File: src/rtl/tap_delay_line.sv
// Multi-tap delay line over a circular sample buffer.
// Each tap has a run-time delay and a fill-based valid flag.
module tap_delay_line #(
    parameter int WIDTH        = 8,
    parameter int DEPTH        = 256,
    parameter int NTAPS        = 4,
    parameter int DEFAULT_STEP = 5,
    localparam int AW = $clog2(DEPTH),
    localparam int DW = AW + 1,
    localparam int SW = (NTAPS > 1) ? $clog2(NTAPS) : 1
) (
    input  logic                   clk,
    input  logic                   rst,
    input  logic                   clear,
    input  logic                   shift,
    input  logic [WIDTH-1:0]       data_in,
    input  logic                   cfg_we,
    input  logic [SW-1:0]          cfg_sel,
    input  logic [DW-1:0]          cfg_delay,
    output logic [NTAPS*WIDTH-1:0] tap_data,
    output logic [NTAPS-1:0]       tap_valid,
    output logic                   out_strobe,
    output logic [DW-1:0]          fill_level
);

    logic [WIDTH-1:0]       mem [DEPTH];
    logic [AW-1:0]          wr_ptr;
    logic [DW-1:0]          dly [NTAPS];
    logic [AW-1:0]          rd_addr [NTAPS];
    logic [NTAPS*WIDTH-1:0] tap_nxt;
    logic [NTAPS-1:0]       vld_nxt;
    logic [DW:0]            fill_inc;
    logic                   do_shift;

    function automatic logic [DW-1:0] dflt(input int k);
        int v;
        v = (k + 1) * DEFAULT_STEP;
        if (v > DEPTH) v = DEPTH;
        if (v < 1) v = 1;
        return DW'(v);
    endfunction

    function automatic logic [DW-1:0] clamp(input logic [DW-1:0] d);
        if (d == '0) return DW'(1);
        if (d > DW'(DEPTH)) return DW'(DEPTH);
        return d;
    endfunction

    assign do_shift = shift && !clear;
    assign fill_inc = {1'b0, fill_level} + (DW+1)'(1);

    // wr_ptr - (d-1) == wr_ptr - d + 1; d=DEPTH aliases to 0 in AW bits
    always_comb begin
        tap_nxt = '0;
        vld_nxt = '0;
        for (int k = 0; k < NTAPS; k++) begin
            rd_addr[k] = wr_ptr - dly[k][AW-1:0] + AW'(1);
            if (dly[k] == DW'(1))
                tap_nxt[k*WIDTH +: WIDTH] = data_in;
            else
                tap_nxt[k*WIDTH +: WIDTH] = mem[rd_addr[k]];
            vld_nxt[k] = fill_inc >= {1'b0, dly[k]};
        end
    end

    always_ff @(posedge clk) begin
        if (do_shift)
            mem[wr_ptr] <= data_in;
    end

    always_ff @(posedge clk or posedge rst) begin
        if (rst) begin
            for (int k = 0; k < NTAPS; k++)
                dly[k] <= dflt(k);
        end else if (cfg_we) begin
            for (int k = 0; k < NTAPS; k++)
                if (cfg_sel == SW'(k))
                    dly[k] <= clamp(cfg_delay);
        end
    end

    always_ff @(posedge clk or posedge rst) begin
        if (rst) begin
            wr_ptr     <= '0;
            fill_level <= '0;
            tap_data   <= '0;
            tap_valid  <= '0;
            out_strobe <= 1'b0;
        end else if (clear) begin
            wr_ptr     <= '0;
            fill_level <= '0;
            tap_valid  <= '0;
            out_strobe <= 1'b0;
        end else if (shift) begin
            wr_ptr     <= wr_ptr + AW'(1);
            if (fill_level != DW'(DEPTH))
                fill_level <= fill_level + DW'(1);
            tap_data   <= tap_nxt;
            tap_valid  <= vld_nxt;
            out_strobe <= 1'b1;
        end else begin
            out_strobe <= 1'b0;
        end
    end

endmodule

File: config.mk
export PLATFORM = sky130hd
export DESIGN_NAME = tap_delay_line
export DESIGN_NICKNAME = d
export VERILOG_FILES = /design/src/rtl/tap_delay_line.sv
export SDC_FILE = /design/constraint.sdc
export NUM_CORES = 2
export LEC_CHECK = 0
export CORE_UTILIZATION = 45
export CTS_CLUSTER_DIAMETER = 40
export DETAILED_ROUTE_END_ITERATION = 7
export PLACE_DENSITY = 0.58
export SYNTH_ARGS = -nofsm -noshare
export SYNTH_HDL_FRONTEND = slang
export SYNTH_SLANG_ARGS = --single-unit
File: constraint.sdc
create_clock -name clk -period 5.5 [get_ports clk]
set_clock_uncertainty 0.15 [all_clocks]
set_input_delay 1.65 -clock clk [delete_from_list [all_inputs] [get_ports clk]]
set_output_delay 1.65 -clock clk [all_outputs]
set_load 0.01 [all_outputs]
==> impl_metrics.json <==
{
  "synth_top_cell_area_share_pct": 45.5,
  "cts_max_level": 5,
  "hold_path_class": "reg -> reg",
  "viasPerCell": 7.66,
  "cts_tree": "done",
  "cts.sinks": 2138,
  "synth_common_cells": "2443 x mux4_2, 2048 x edfxtp_1, 372 x nand2_1, 346 x nor2_1, 298 x clkbuf_1",
  "synth-seq-cells": 2138,
  "setup_viol": 3,
  "grt_usage_pct": 38.9,
  "preCtsSetupSlack_ns": -0.0823,
  "finalSetupTns_ns": -0.323,
  "die_h_um": 550,
  "fin_crit_ns": 5.68,
  "holdBufCountCts": 0,
  "yosysMostFrequentCell": "mux4_2",
  "io_buffers": 69,
  "post_cts_buffers": 0,
  "clock-root-buffer": "clkbuf_16",
  "ios": 70,
  "synth.distinct_cells": 77,
  "floorplan.die_area_sq_mm": 0.302,
  "clk_latency_ns": 1.02,
  "start_kind": "flop",
  "synthArstFlopShare_pct": 4.21,
  "drv_cap": 1,
  "crit_fanout": 15,
  "reg2reg_to": "tap_data[6]$_DFFE_PP0P_",
  "nets": 8123,
  "worstPathArrival_ns": 6.46,
  "initial_core_util_pct": 45.4,
  "core_area_sq_mm": 0.298,
  "cp_cell_sequence": "inv_1 > ha_1 > inv_1 > ha_4 > inv_1 > fa_4 > buf_12 > nand2b_1 > buf_4 > o22ai_1 > o21ai_0 > nand4_1 > nand3b_1 > a211o_1 > o31ai_1 > nor3_1",
  "drt-pass1-iter-count": 6,
  "cts_buffers": 394,
  "ys_seq_area_share_pct": 47.2,
  "antenna_left": 0,
  "synthCells": 7380,
  "slew-limit-headroom_pct": -5.75,
  "status": "finished with violations",
  "tightest_slew_ns": 1.57,
  "violations": "capacitance limit, slew limit, setup timing",
  "path_common_cell": "inv_1",
  "holdPathStages": 2,
  "vdd_drop_max_mv": 0.382,
  "whs_ns": 0.328,
  "reg2reg_depth": 16,
  "grt_pass1_vias": 91109,
  "yosys.area.top_type": "edfxtp_1",
  "synthTopCellsByArea": "edfxtp_1 46%, mux4_2 41%, dfrtp_1 1.5%, mux2i_1 1.3%, nand2_1 1.0%",
  "synth_edf_count": 2048,
  "stdcell_area_sq_mm": 0.160,
  "synth-main-ff-cell": "edfxtp_1",
  "post-route-period-util_pct": 103,
  "worstHoldStart": "dly[7]$_DFFE_PP0P_",
  "worstPathRequired_ns": 6.28,
  "drc": 0,
  "critPathKind": "reg -> reg",
  "grt_antenna_before_repair": 61,
  "syn_to_final_growth_pct": 18.6,
  "gp_congestion": 1.00,
  "wirelength_mm": 586,
  "drt_iter0_markers": 15876,
  "cp-end-kind": "flop",
  "r2r_setup_slack_ns": -0.18,
  "clockBufferDepth": 4,
  "grt_remaining_overflow": 0,
  "hold_viol_final": 0,
  "fin_util_pct": 53.8,
  "startpoint": "wr_ptr[1]$_DFFE_PP0P_",
  "avgSynthCellArea_sq_um": 18.3,
  "rsz0062_at_grt": "no",
  "grt_max_degree": 129,
  "vias": 94287,
  "die_w_um": 550,
  "worst_slack_ns": -0.184,
  "place_hpwl_mm": 399,
  "ys_warn_count": 0,
  "power.density_mw_per_mm2": 492,
  "p_leak_uw": 0.0528,
  "holdPathEnd": "dly[7]$_DFFE_PP0P_",
  "layout-drive-gt1-share_pct": 49.5,
  "synth_nets": 7502,
  "num_rows": 200,
  "grt_pass1_wl_mm": 796,
  "place_area_sq_mm": 0.146,
  "syn_area_sq_mm": 0.135,
  "timing.rr.start": "wr_ptr[1]$_DFFE_PP0P_",
  "clk_pin_slew_worst_paths_ns": 0.05,
  "cpMaxStageDelayCell": "fa_4",
  "cpPeakStageDelay_ns": 0.91,
  "drv_slew": 3,
  "wl_per_cell_um": 47.6,
  "fmax_ghz": 0.176
}
==> power breakdown <==
| part | internal, uW | leakage [uW] | switching [uW] |
|---|---|---|---|
| combinational | 14000 | 0.0266 | 20800 |
| sequential | 18000 | 0.0195 | 507 |
| clock | 16000 | 0.00666 | 9470 |
==> placed cells by master (no fill, tap or decap), drive strengths merged, types with 110 or more instances in the layout <==
| cell | instances |
|---|---|
| nand2 | 372 |
| inv | 144 |
| nor2 | 346 |
| mux2i | 170 |
| buf | 899 |
| edfxtp | 2048 |
| nand3 | 110 |
| clkinv | 134 |
| mux4 | 2444 |
| a211oi | 146 |
| clkbuf | 446 |
==> worst max-delay path by stage <==
| stage | slack [ns] | depth (start not counted) | end |
|---|---|---|---|
| floorplan | 1.33 | 15 | tap_data[13]$_DFFE_PP0P_ |
| global placement | -0.23 | 16 | tap_data[5]$_DFFE_PP0P_ |
| detailed placement | -0.08 | 16 | tap_data[24]$_DFFE_PP0P_ |
| CTS | 0.01 | 16 | tap_data[26]$_DFFE_PP0P_ |
| global route | 0.03 | 17 | tap_data[19]$_DFFE_PP0P_ |
| finish | -0.18 | 16 | tap_data[6]$_DFFE_PP0P_ |
==> sequential cells by signal, summed over array words and instances, names as in the netlist <==
| name | count |
|---|---|
| tap_data | 32 |
| mem | 2048 |
| out_strobe | 1 |
| wr_ptr | 8 |
| dly | 36 |
| fill_level | 9 |
| tap_valid | 4 |
==> through the flow <==
| stage | total power (uW) | std cells |
|---|---|---|
| finish | 78800 | 12313 |
| global route | 79400 | 12284 |
| CTS | 77500 | 12276 |
| detailed placement | 52200 | 11544 |
| global placement | 52200 | 11543 |
| floorplan | 36800 | 7380 |
==> logic make-up after synthesis <==
| logic type | Yosys count | synth area share, % |
|---|---|---|
| flip-flops | 2138 | 47.2 |
| XOR/XNOR | 47 | 0.310 |
| AO/OA/AOI/OAI | 583 | 2.95 |
| adder cells (fa/ha/maj) | 98 | 0.930 |
| buffers and inverters | 811 | 2.93 |
| multiplexers | 2632 | 42.2 |
| AND/OR/NAND/NOR | 1071 | 3.51 |
==> critical path: cells and delay by family (launching register included) <==
family | cells | cell delay (ns)
and+or+nand+nor | 4 | 1.85
adders and majority gates | 3 | 1.35
buffers and inverters | 5 | 0.94
AOI/OAI and AO/OA | 4 | 0.90
DFF | 1 | 0.43
==> layout make-up <==
type                    count  area [sq um]
clock inverters           294          3590
repair buffers            968          9490
clock buffers             438         10200
inverters                  68           258
fillers                 23302        138000
diodes                     37          92.6
multi-input cells        4431         67900
flip-flops and latches   2138         63800
well taps                3939          4930
==> metal layers <==
layer | part of all wire, % | GRT usage [%] | vias to the layer above
li1 | - | - | 34201
met1 | 35 | 50.5 | 50172
met2 | 43 | 55.2 | 8183
met3 | 15 | 14.9 | 1685
met4 | 7.4 | 24.0 | 46
met5 | 0.077 | 0.665 | -
==> repair_timing <==
action                     4_1_cts  5_1_grt
hold endpoints to repair         0        0
setup endpoints to repair        2        4
resized for setup                2        5
Note: power is estimated with default switching activity, not from simulation.
